$ cat config.mk
export PLATFORM = sky130hd
export DESIGN_NAME = wb_trace
export DESIGN_NICKNAME = d
export VERILOG_FILES = /design/src/rtl/wb_trace.sv
export SDC_FILE = /design/constraint.sdc
export NUM_CORES = 1
export LEC_CHECK = 0
export CAP_MARGIN = 20
export CORE_UTILIZATION = 52
export CTS_CLUSTER_DIAMETER = 200
export DETAILED_ROUTE_END_ITERATION = 16
export PLACE_DENSITY = 0.77
export SYNTH_ARGS = -nofsm -noshare
export SYNTH_HDL_FRONTEND = slang
export SYNTH_SLANG_ARGS = --single-unit
$ cat constraint.sdc
create_clock -name clk -period 2.75 [get_ports clk]
set_clock_uncertainty 0.2 [all_clocks]
set_input_delay 0.4125 -clock clk [delete_from_list [all_inputs] [get_ports clk]]
set_output_delay 0.4125 -clock clk [all_outputs]
set_load 0.02 [all_outputs]
$ cat src/rtl/wb_trace.sv
// wb_trace: write-back trace buffer.
// Sits on the register write-back port (we/rwd) and records every committed
// write into a circular FIFO while the capture FSM is in CAPT. The FIFO head is
// drained through a valid/ready port. Writes arriving while the FIFO is full
// and nothing is popped are dropped and counted in a saturating counter.
//
// Ports
//   clk        clock, all state updates on the rising edge
//   rst        synchronous reset, active low
//   we, rwd    register write-back commit strobe and data
//   arm/stop   start / end capture
//   clr        flush FIFO and overflow counter (state untouched)
//   out_valid  FIFO head valid
//   out_data   FIFO head data, read combinationally from storage
//   out_ready  consumer accepts head
//   count      entries held, 0..DEPTH
//   ovf        dropped writes, saturating
//   state      00 IDLE, 01 CAPT, 10 DONE
module wb_trace #(
  parameter int DW           = 16,
  parameter int DEPTH        = 16,
  parameter int AW           = 4,
  parameter int CW           = 8,
  parameter bit STOP_ON_FULL = 1'b0
) (
  input  logic          clk,
  input  logic          rst,
  input  logic          we,
  input  logic [DW-1:0] rwd,
  input  logic          arm,
  input  logic          stop,
  input  logic          clr,
  output logic          out_valid,
  output logic [DW-1:0] out_data,
  input  logic          out_ready,
  output logic [AW:0]   count,
  output logic [CW-1:0] ovf,
  output logic [1:0]    state
);

  typedef enum logic [1:0] {
    IDLE = 2'b00,
    CAPT = 2'b01,
    DONE = 2'b10
  } state_e;

  localparam logic [AW:0] FULL_CNT = (AW+1)'(DEPTH);

  state_e            st_q, st_d;
  logic [DEPTH-1:0][DW-1:0] mem;
  logic [AW-1:0]     wr_ptr, rd_ptr;
  logic [AW:0]       cnt_q, cnt_d;
  logic [CW-1:0]     ovf_q;

  logic push_req, push, pop, full, drop, enter_capt;

  assign full      = (cnt_q == FULL_CNT);
  assign out_valid = (cnt_q != '0);
  assign out_data  = mem[rd_ptr];
  assign count     = cnt_q;
  assign ovf       = ovf_q;
  assign state     = st_q;

  assign push_req = (st_q == CAPT) && we;
  assign pop      = out_valid && out_ready;
  // A full FIFO still accepts a write when the head leaves on the same edge.
  assign push     = push_req && (!full || pop);
  assign drop     = push_req && full && !pop;

  always_comb begin
    cnt_d = cnt_q;
    case ({push, pop})
      2'b10:   cnt_d = cnt_q + 1'b1;
      2'b01:   cnt_d = cnt_q - 1'b1;
      default: cnt_d = cnt_q;
    endcase
  end

  // Next-state logic; the register itself holds the state on clr.
  always_comb begin
    st_d       = st_q;
    enter_capt = 1'b0;
    case (st_q)
      IDLE: if (arm) begin
        st_d       = CAPT;
        enter_capt = 1'b1;
      end
      CAPT: begin
        if (stop)
          st_d = DONE;
        else if (STOP_ON_FULL && push && (cnt_d == FULL_CNT))
          st_d = DONE;
      end
      DONE: if (arm) begin
        st_d       = CAPT;
        enter_capt = 1'b1;
      end
      default: st_d = IDLE;
    endcase
  end

  always_ff @(posedge clk) begin
    if (!rst) begin
      st_q <= IDLE;
    end else if (!clr) begin
      st_q <= st_d;
    end
  end

  always_ff @(posedge clk) begin
    if (!rst) begin
      wr_ptr <= '0;
      rd_ptr <= '0;
      cnt_q  <= '0;
      ovf_q  <= '0;
    end else if (clr) begin
      wr_ptr <= '0;
      rd_ptr <= '0;
      cnt_q  <= '0;
      ovf_q  <= '0;
    end else begin
      if (push) wr_ptr <= wr_ptr + 1'b1;
      if (pop)  rd_ptr <= rd_ptr + 1'b1;
      cnt_q <= cnt_d;
      // Entering CAPT cannot coincide with a drop (drops need CAPT already).
      if (enter_capt)
        ovf_q <= '0;
      else if (drop && (ovf_q != '1))
        ovf_q <= ovf_q + 1'b1;
    end
  end

  // Storage has no reset; only entries below count are ever presented.
  always_ff @(posedge clk) begin
    if (rst && !clr && push)
      mem[wr_ptr] <= rwd;
  end

endmodule

==> results.md, run 1 <==
- Count of flip-flops with a built-in enable after synthesis: 256
- Critical path fanouts, max: 6
- Violated checks: negative setup slack
- HPWL reported at the end of detailed placement: 15.47 mm
- Final nets: 821
- Final instance area: 0.01389 sq mm
- Number of stages on the worst hold path: 2
- Most frequent cells in the layout: sky130_fd_sc_hd__edfxtp_1 (256), sky130_fd_sc_hd__buf_4 (78), sky130_fd_sc_hd__mux2i_1 (40)
- Total cell area at the placement stage: 0.01246 sq mm
- Ratio of routed vias to standard cells: 6.056
- Hold Startpoint: rst
- Vias in the first global route: 6,880
- Length in cells of the worst reg-to-reg path: 11
- Detailed-route wire length per cell: 23.59 um
- Sw Share: 0.1908
- Site row count: 53
- Power Density: 593.8 mW/mm^2
- Reg2Reg Capture Point: count[4]
- Worst Hold Slack: 0.3360 ns
- Critical Path AT: 2.31 ns
- Global-route usage over all layers: 0.2355
- Main flop type after synthesis: sky130_fd_sc_hd__edfxtp_1
- Clock latency on the worst-skew pair: 0.53 ns
- Max-Cap Viols: 0
- CTS H-tree depth: 1
- Static leakage power: 4.543 nW
- Type of the worst min-delay path: input port to flip-flop
- Power share of the clock group: 0.417
- Worst Hold End: state[0]
- Core region area: 0.02096 sq mm
- Count of placed standard cells including taps: 1,007
- Commonest non-fill, non-tap cell in the layout: sky130_fd_sc_hd__edfxtp_1
- Clock transition at the register clock pins on the worst setup and hold paths after CTS: 0.06 ns
- First-pass iteration count of the detailed router: 5
- Run status: complete, but fails checks
- Total grt overflow: 0
- Netlist area before placement: 0.01111 sq mm
- Fill cells: 1,371
- Cell internal power dissipation: 6.676 mW
- Period Utilization, post-route: 1.065
- Switching power total: 1.574 mW
- Detailed-route wire length: 25.48 mm
- Type of destination of the critical path: output pin
- Clock net sink count: 279
- Post-route ant nets: 0
- First-iteration detailed-routing DRC count: 597
- Area added between synthesis and finish: 25.11%
- Via count: 6,541
- Die boundary width: 148.1 um
- Yosys warning total: 0
- Share of async-settable or async-resettable flops after synthesis: 0
- TritonCTS clock tree: yes
- Beginning of the worst register-to-register path: count[2]
- Number of instances in the synthesized netlist: 640
- Die area: 0.02195 sq mm
- Final count of negative-setup-slack endpoints: 15
- Logic pwr share: 0.021
- DRC violation count after routing: 0
- Final worst-path setup slack: -0.1775 ns
- Crit path launch type: flip-flop
- IO Port Bufs: 54
- Die Height: 148.1 um
- Post-CTS Hold Buffers: 0
- Num ports: 55
- Register area share after synthesis: 0.7337
- Setup slack of the most critical reg-to-reg path: 0.14 ns
- Maximum vdd drop: 0.0005130 V
- Num CTS Buffers: 27
- Final Hold Vio Count: 0
- Root Driver: sky130_fd_sc_hd__clkbuf_16
- Final min period: 2.927 ns
- Critical Path RT: 2.14 ns
- Worst Tran Pin Value: 0.8987 ns
- Wire length of the first global-routing pass: 38.52 mm
- Post-Syn Area per Cell: 17.35 sq um
- Seq cells post-synth: 279
- Worst slew margin: 0.3945
- Initial Util: 0.5300
- Non-Filler Instances: 1,080
- Sequential power share: 0.562
- Longest Clk Path Bufs: 3
- Routability-driven placement congestion ratio: 0.8311
- Total design power: 8.251 mW
- Max Clk Rate: 341.6 MHz
- Number of antenna violations at the first check in global routing: 0
- Proportion of layout cells with a drive suffix above 1: 0.3205
- Unrepaired setup endpoints after global routing: yes
- Critical path class: flip-flop to output pin
- Nets in the synthesized netlist: 674
- Max-slew violation count: 0
- Maximum number of pins on one net before global-route repair: 21
- Number of unique standard cell types used by synthesis: 41
- Antenna diodes: 0
-- power by group through the flow --
stage	Combinational, mW	Clock (mW)	Sequential (mW)
2_1_floorplan	0.0439	0	4.73
3_3_place_gp	0.149	0	4.72
3_5_place_dp	0.157	0	4.72
4_1_cts	0.166	3.48	4.63
5_1_grt	0.185	3.64	4.63
6_report	0.173	3.44	4.63
-- per-stage QoR --
stage	setup WS, ns	util	TNS, ns
2_1_floorplan	0.01624	-	0
3_3_place_gp	-0.2083	0.5946	-0.2334
4_1_cts	-0.1132	0.6525	-1.098
5_1_grt	-0.1907	0.6631	-2.337
6_report	-0.1775	0.6631	-1.148
3_5_place_dp	-0.3600	0.5946	-2.889
-- cell type report --
| class | instances | area, sq um | area share |
|---|---|---|---|
| Sequential cell | 279 | 8155 | 0.5869 |
| Multi-Input combinational cell | 320 | 3077 | 0.2214 |
| Timing Repair Buffer | 149 | 1464 | 0.1054 |
| Clock buffer | 32 | 694.4 | 0.04998 |
| Tap cell | 275 | 344.1 | 0.02476 |
| Clock inverter | 15 | 122.6 | 0.008825 |
| Inverter | 10 | 37.54 | 0.002701 |
-- Yosys cell counts, drive strengths merged (5+ instances only) --
cell type	number	share of area
clkbuf	13	0.0044
a221oi	16	0.013
dfxtp	23	0.041
nor2b	5	0.0028
inv	10	0.0034
mux4	32	0.065
mux2	16	0.016
mux2i	50	0.045
nand2	27	0.0091
ha	10	0.011
buf	18	0.0095
a22oi	16	0.011
o21ai	38	0.017
edfxtp	256	0.69
a21oi	22	0.0099
nor2	31	0.010
xor2	8	0.0063
nor3	8	0.0036
-- critical path, cell delays in order (launching register included) --
cell and delay [ns]:
sky130_fd_sc_hd__dfxtp_4 0.44, sky130_fd_sc_hd__buf_12 0.18, sky130_fd_sc_hd__buf_16 0.13, sky130_fd_sc_hd__mux4_2 0.51, sky130_fd_sc_hd__a22oi_1 0.25, sky130_fd_sc_hd__nand2_1 0.13, sky130_fd_sc_hd__buf_6 0.15
-- cells by family (layout without fill, tap and decap cells) --
group           Yosys count  count (layout)  share of synthesized area
compound gates          105             105                    0.05949
xor+xnor                 11              11                   0.008676
fa+ha+maj                11              11                    0.01307
buf+inv                  41             206                    0.01724
flops                   279             279                     0.7337
mux                      98              98                     0.1262
simple gates             95              95                    0.04169
-- registers in the layout, summed over array words and instances, names as in the netlist --
register / flops
wr_ptr: 4
count: 5
ovf: 8
state: 2
rd_ptr: 4
mem: 256
-- how the worst max path moves through the flow --
stage	to	slack, ns	startpoint
finish	out_data[0]	-0.18	rd_ptr[0]
global route	out_data[0]	-0.19	rd_ptr[0]
CTS	out_data[11]	-0.11	rd_ptr[0]
detailed placement	count[4]	-0.36	we
global placement	count[4]	-0.21	we
floorplan	count[4]	0.02	count[3]
-- routing by layer --
layer / GRT usage / vias to the layer above / share of wire
li1: - / 2836 / -
met1: 0.2993 / 3313 / 0.39
met2: 0.4070 / 321 / 0.51
met3: 0.03712 / 71 / 0.066
met4: 0.09227 / 0 / 0.033
met5: 0 / - / 0
-- what timing repair did --
action,CTS,global route
endpoints found under the setup margin,17,17
gates resized for setup,138,56
setup buffers,17,7
pin swaps,22,24
hold endpoints to repair,0,0
cloned,4,0
(Power assumes the default switching activity.)
==> run 2, diff against run 1 <==
--- a/config.mk
+++ b/config.mk
@@ -5,11 +5,12 @@
 export SDC_FILE = /design/constraint.sdc
 export NUM_CORES = 1
 export LEC_CHECK = 0
-export CAP_MARGIN = 20
+export ABC_CLOCK_PERIOD_IN_PS = 2750
 export CORE_UTILIZATION = 52
 export CTS_CLUSTER_DIAMETER = 200
 export DETAILED_ROUTE_END_ITERATION = 16
-export PLACE_DENSITY = 0.77
+export DONT_BUFFER_PORTS = 1
+export PLACE_DENSITY = 0.74
 export SYNTH_ARGS = -nofsm -noshare
 export SYNTH_HDL_FRONTEND = slang
 export SYNTH_SLANG_ARGS = --single-unit
==> results.md, run 2 (synthesis results as in run 1) <==
- Detailed-route wire length per cell: 25.14 um (was 23.59 um)
- Total grt overflow: 0 (unchanged)
- Met3 routing resource usage after global routing: 0.03681 (was 0.03712)
- Final nets: 762 (was 821)
- Global-route usage over all layers: 0.2315 (was 0.2355)
- Die area: 0.02195 sq mm (unchanged)
- Num ports: 55 (unchanged)
- Global routing's busiest layer: met2 (unchanged)
- Violated checks: negative setup slack (unchanged)
- HPWL reported at the end of detailed placement: 14.69 mm (was 15.47 mm)
- Largest reg by FF count: mem (unchanged)
- Global-route track usage on met2: 0.4035 (was 0.4070)
- Number of antenna violations at the first check in global routing: 0 (unchanged)
- Clock transition at the register clock pins on the worst setup and hold paths after CTS: 0.06 ns (about the same)
- DRC violation count after routing: 0 (unchanged)
- Post-route ant nets: 0 (unchanged)
- Crit path launch type: flip-flop (unchanged)
- Type of the worst min-delay path: input port to flip-flop (unchanged)
- Site row count: 53 (unchanged)
- Via count: 6,299 (was 6,541)
- Period Utilization, post-route: 1.031 (was 1.065)
- Proportion of layout cells with a drive suffix above 1: 0.3173 (was 0.3205)
- Most frequent cells in the layout: sky130_fd_sc_hd__edfxtp_1 (256), sky130_fd_sc_hd__buf_4 (52), sky130_fd_sc_hd__mux2i_1 (48) (was sky130_fd_sc_hd__edfxtp_1 (256), sky130_fd_sc_hd__buf_4 (78), sky130_fd_sc_hd__mux2i_1 (40))
- Critical Path RT: 2.14 ns (about the same)
- Power Density: 620.8 mW/mm^2 (was 593.8 mW/mm^2)
- Final count of negative-setup-slack endpoints: 16 (was 15)
- Ratio of routed vias to standard cells: 6.163 (was 6.056)
- First-pass iteration count of the detailed router: 5 (unchanged)
- Antenna diodes: 0 (unchanged)
- Maximum vdd drop: 0.0005877 V (was 0.0005130 V)
- Final worst-path setup slack: -0.08443 ns (was -0.1775 ns)
- Initial Util: 0.5300 (unchanged)
- Num CTS Buffers: 25 (was 27)
- Area added between synthesis and finish: 21.54% (was 25.11%)
- Critical path fanouts, max: 7 (was 6)
- Die Height: 148.1 um (unchanged)
- Final min period: 2.834 ns (was 2.927 ns)
- Post-Route Utilization: 0.6441 (was 0.6631)
- Type of destination of the critical path: output pin (unchanged)
- Worst Hold Slack: 0.04009 ns (was 0.3360 ns)
- IO Port Bufs: 0 (was 54)
- Vias in the first global route: 6,384 (was 6,880)
- Commonest non-fill, non-tap cell in the layout: sky130_fd_sc_hd__edfxtp_1 (unchanged)
- Core region area: 0.02096 sq mm (unchanged)
- Run status: complete, but fails checks (unchanged)
- CTS H-tree depth: 1 (unchanged)
- Worst Tran Pin Value: 0.8463 ns (was 0.8987 ns)
- Maximum number of pins on one net before global-route repair: 25 (was 21)
- Clock net sink count: 279 (unchanged)
- Static leakage power: 4.311 nW (was 4.543 nW)
- First-iteration detailed-routing DRC count: 692 (was 597)
- Clock latency on the worst-skew pair: 0.54 ns (was 0.53 ns)
- Critical Path AT: 2.22 ns (was 2.31 ns)
- Met1 Usage GRT: 0.2987 (was 0.2993)
- Max-Cap Viols: 0 (unchanged)
- Worst slew margin: 0.4299 (was 0.3945)
- Root Driver: sky130_fd_sc_hd__clkbuf_16 (unchanged)
- Longest Clk Path Bufs: 3 (unchanged)
- Routability-driven placement congestion ratio: 0.8132 (was 0.8311)
- Max FFs per register: 256 (unchanged)
- Setup_tns: -0.5754 ns (was -1.148 ns)
- Unrepaired setup endpoints after global routing: yes (unchanged)
- Wire length of the first global-routing pass: 37.61 mm (was 38.52 mm)
- Max Clk Rate: 352.8 MHz (was 341.6 MHz)
- Detailed-route wire length: 25.70 mm (was 25.48 mm)
- Critical path class: flip-flop to output pin (unchanged)
- Final Hold Vio Count: 0 (unchanged)
- TritonCTS clock tree: yes (unchanged)
- Die boundary width: 148.1 um (unchanged)
- Max-slew violation count: 0 (unchanged)
[run 2: cell types whose count changed in the layout (fill, tap and decap cells not counted), sizes merged]
cell           change
bufinv             +1
buf               -44
dlygate4sd3       +22
clkbuf             +6
clkdlybuf4s50     -38
bufbuf             +1
clkinv             -6
[run 2: critical path, cell delays in order (launching register included)]
cell and delay, ns:
sky130_fd_sc_hd__dfxtp_4 0.41, sky130_fd_sc_hd__buf_12 0.18, sky130_fd_sc_hd__buf_12 0.15, sky130_fd_sc_hd__mux4_2 0.52
sky130_fd_sc_hd__a22oi_2 0.25, sky130_fd_sc_hd__nand2_2 0.17
[run 2: power breakdown]
group	switching (mW)	total, mW	internal, mW	leakage, nW
sequential	0.00252	4.63	4.63	2.49
clock	1.51	3.60	2.09	0.417
combinational	0.0983	0.155	0.0568	1.41
[run 2: metal layers]
metal | share of wire | vias to the layer above
li1 | - | 2727
met1 | 0.39 | 3279
met2 | 0.51 | 257
met3 | 0.073 | 36
met4 | 0.019 | 0
met5 | 0 | -
[run 2: timing repair]
action                                  CTS  global route
buffers inserted                         10             4
pin swaps                                18            24
endpoints found under the setup margin   17            17
gates resized for setup                  79            44
cloned                                    5             2
endpoints found under the hold margin   259             0
hold buffers                             22             0
[run 2: area by class of cell]
class | count | area, sq um
clock buffers | 36 | 706.9
clock inverters | 10 | 146.4
fillers | 1377 | 7457
inverters | 10 | 37.54
multi-input cells | 320 | 3108
flip-flops and latches | 279 | 8152
well taps | 275 | 344.1
repair buffers | 92 | 1003
[run 2: final timing paths]
kind,cells past startpoint,end,slack (ns),start
worst max register to register,10,count[4],0.12,count[0]
worst min register to register,2,wr_ptr[0],0.41,wr_ptr[0]
worst max-delay path,5,out_data[4],-0.08,rd_ptr[0]
worst min-delay path,3,count[3],0.04,rst
[run 2: metrics by stage]
step                      setup WS, ns  cells  cell area (sq um)  power [mW]
after floorplan                0.01624    640              11130       4.770
after global placement          0.1346    933              11720       4.783
after detailed placement       0.01307    933              11720       4.786
after CTS                     -0.03579   1016              13260       8.360
after global routing           -0.1375   1022              13500       8.576
final                         -0.08443   1022              13500       8.380
==> run 3, diff against run 2 <==
--- a/config.mk
+++ b/config.mk
@@ -6,11 +6,12 @@
 export NUM_CORES = 1
 export LEC_CHECK = 0
 export ABC_CLOCK_PERIOD_IN_PS = 2750
-export CORE_UTILIZATION = 52
+export CORE_UTILIZATION = 35
+export CTS_BUF_LIST = sky130_fd_sc_hd__clkbuf_8
 export CTS_CLUSTER_DIAMETER = 200
 export DETAILED_ROUTE_END_ITERATION = 16
 export DONT_BUFFER_PORTS = 1
-export PLACE_DENSITY = 0.74
+export PLACE_DENSITY = 0.55
 export SYNTH_ARGS = -nofsm -noshare
 export SYNTH_HDL_FRONTEND = slang
 export SYNTH_SLANG_ARGS = --single-unit
==> results.md, run 3 (synthesis results as in run 1) <==
- Reg2Reg Capture Point: count[4] (unchanged)
- Worst Tran Pin Value: 1.021 ns (was 0.8463 ns)
- HPWL reported at the end of detailed placement: 14.63 mm (was 14.69 mm)
- Die boundary width: 180.1 um (was 148.1 um)
- Period Utilization, post-route: 1.006 (was 1.031)
- Die Height: 180.1 um (was 148.1 um)
- Clock net sink count: 279 (unchanged)
- Non-Filler Instances: 1,174 (was 1,022)
- Maximum vdd drop: 0.0003169 V (was 0.0005877 V)
- Max Clk Rate: 361.6 MHz (was 352.8 MHz)
- Clock transition at the register clock pins on the worst setup and hold paths after CTS: 0.06 ns (about the same)
- Type of the worst min-delay path: input port to flip-flop (unchanged)
- Max-Cap Viols: 0 (unchanged)
- Wire length of the first global-routing pass: 40.35 mm (was 37.61 mm)
- Antenna diodes: 0 (unchanged)
- Worst setup path startpoint: rd_ptr[0] (unchanged)
- Core region area: 0.03091 sq mm (was 0.02096 sq mm)
- IO Port Bufs: 0 (unchanged)
- Initial Util: 0.3593 (was 0.5300)
- Post-route ant nets: 0 (unchanged)
- Site row count: 64 (was 53)
- Worst slew margin: 0.3121 (was 0.4299)
- Longest Clk Path Bufs: 3 (unchanged)
- Power Density: 590.4 mW/mm^2 (was 620.8 mW/mm^2)
- First-iteration detailed-routing DRC count: 429 (was 692)
- Detailed-route wire length: 26.68 mm (was 25.70 mm)
- Max-slew violation count: 0 (unchanged)
- Critical path class: flip-flop to output pin (unchanged)
- Post-place setup slack: 0.02760 ns (was 0.01307 ns)
- Crit path launch type: flip-flop (unchanged)
- Area added between synthesis and finish: 22.49% (was 21.54%)
- Length in cells of the worst reg-to-reg path: 10 (unchanged)
- Count of placed standard cells including taps: 1,051 (was 933)
- Commonest non-fill, non-tap cell in the layout: sky130_fd_sc_hd__edfxtp_1 (unchanged)
- Routability-driven placement congestion ratio: 0.7317 (was 0.8132)
- TritonCTS clock tree: yes (unchanged)
- Type of destination of the critical path: output pin (unchanged)
- Critical Path AT: 2.15 ns (was 2.22 ns)
- Total grt overflow: 0 (unchanged)
- Crit path capture: out_data[0] (was out_data[4])
- Max FFs per register: 256 (unchanged)
- Violated checks: negative setup slack (unchanged)
- First-pass iteration count of the detailed router: 5 (unchanged)
- Via count: 6,123 (was 6,299)
- Ratio of routed vias to standard cells: 5.216 (was 6.163)
- Number of antenna violations at the first check in global routing: 0 (unchanged)
- Critical path fanouts, max: 8 (was 7)
- Global-route usage over all layers: 0.1678 (was 0.2315)
- Largest reg by FF count: mem (unchanged)
- DRC violation count after routing: 0 (unchanged)
- Clock latency on the worst-skew pair: 0.56 ns (was 0.54 ns)
- Final count of negative-setup-slack endpoints: 1 (was 16)
- CTS H-tree depth: 2 (was 1)
- Static leakage power: 4.313 nW (was 4.311 nW)
- Post-Route Utilization: 0.4401 (was 0.6441)
- Vias in the first global route: 6,674 (was 6,384)
- Setup slack of the most critical reg-to-reg path: 0.18 ns (was 0.12 ns)
- Run status: complete, but fails checks (unchanged)
- Final worst-path setup slack: -0.01550 ns (was -0.08443 ns)
- Unrepaired setup endpoints after global routing: yes (unchanged)
- Final nets: 779 (was 762)
- Root Driver: sky130_fd_sc_hd__clkbuf_8 (was sky130_fd_sc_hd__clkbuf_16)
- Num ports: 55 (unchanged)
- Final Hold Vio Count: 0 (unchanged)
- Proportion of layout cells with a drive suffix above 1: 0.3226 (was 0.3173)
- Beginning of the worst register-to-register path: count[0] (unchanged)
- Die area: 0.03245 sq mm (was 0.02195 sq mm)
- Critical Path RT: 2.14 ns (about the same)
- Final min period: 2.765 ns (was 2.834 ns)
- Detailed-route wire length per cell: 22.73 um (was 25.14 um)
- Most frequent cells in the layout: sky130_fd_sc_hd__edfxtp_1 (256), sky130_fd_sc_hd__mux2i_1 (49), sky130_fd_sc_hd__buf_4 (48) (was sky130_fd_sc_hd__edfxtp_1 (256), sky130_fd_sc_hd__buf_4 (52), sky130_fd_sc_hd__mux2i_1 (48))
- Num CTS Buffers: 46 (was 25)
- Maximum number of pins on one net before global-route repair: 34 (was 25)
-- run 3: metrics by stage --
| stage | TNS [ns] | cell area (sq um) | hold WS (ns) | total power, mW |
|---|---|---|---|---|
| global placement | 0 | 11880 | 0.3120 | 4.784 |
| detailed placement | 0 | 11880 | 0.3119 | 4.786 |
| global route | -0.9333 | 13600 | 0.1678 | 8.319 |
| CTS | -0.4589 | 13440 | 0.1026 | 8.140 |
| finish | -0.01550 | 13600 | 0.1303 | 8.032 |
| floorplan | 0 | 11130 | 0.3114 | 4.770 |
-- run 3: what timing repair did --
item | 4_1_cts | 5_1_grt
cloned | 7 | 1
setup endpoints to repair | 17 | 17
pin swaps | 30 | 34
endpoints found under the hold margin | 259 | 0
setup buffers | 8 | 5
hold buffers | 22 | 0
resized for setup | 85 | 37
-- run 3: how the worst min path moves through the flow --
stage	slack, ns	cells past startpoint	start	to
finish	0.13	2	rst	wr_ptr[0]
global route	0.17	5	out_ready	ovf[3]
CTS	0.10	5	out_ready	ovf[3]
detailed placement	0.31	0	rwd[8]	mem[56]
global placement	0.31	0	rwd[12]	mem[44]
floorplan	0.31	0	rwd[0]	mem[0]
-- run 3: critical path, cell delays in order, from the launching register on --
cell	delay [ns]
sky130_fd_sc_hd__dfxtp_4	0.38
sky130_fd_sc_hd__buf_12	0.14
sky130_fd_sc_hd__buf_12	0.12
sky130_fd_sc_hd__buf_16	0.14
sky130_fd_sc_hd__mux4_2	0.51
sky130_fd_sc_hd__a22oi_2	0.18
sky130_fd_sc_hd__nand2_2	0.13
-- run 3: layout make-up --
type                    count  area, sq um
inverters                  10        37.54
flip-flops and latches    279         8153
repair buffers             88        984.7
fillers                  2717        17310
clock inverters            35        173.9
multi-input cells         320         3126
well taps                 396        495.5
clock buffers              46        633.1
-- run 3: per-layer routing --
layer	vias up	wire [um]	track usage	share of wire
met2	162	13590	0.2970	0.51
met3	50	1349	0.03436	0.051
li1	2760	-	-	-
met5	-	0	0	0
met4	0	675	0.05949	0.025
met1	3151	11070	0.2028	0.41
-- run 3: report_power, final --
| group | switching (mW) | total, mW | internal (mW) |
|---|---|---|---|
| registers | 0.00218 | 4.63 | 4.63 |
| clock network | 1.60 | 3.25 | 1.65 |
| logic | 0.0928 | 0.150 | 0.0571 |
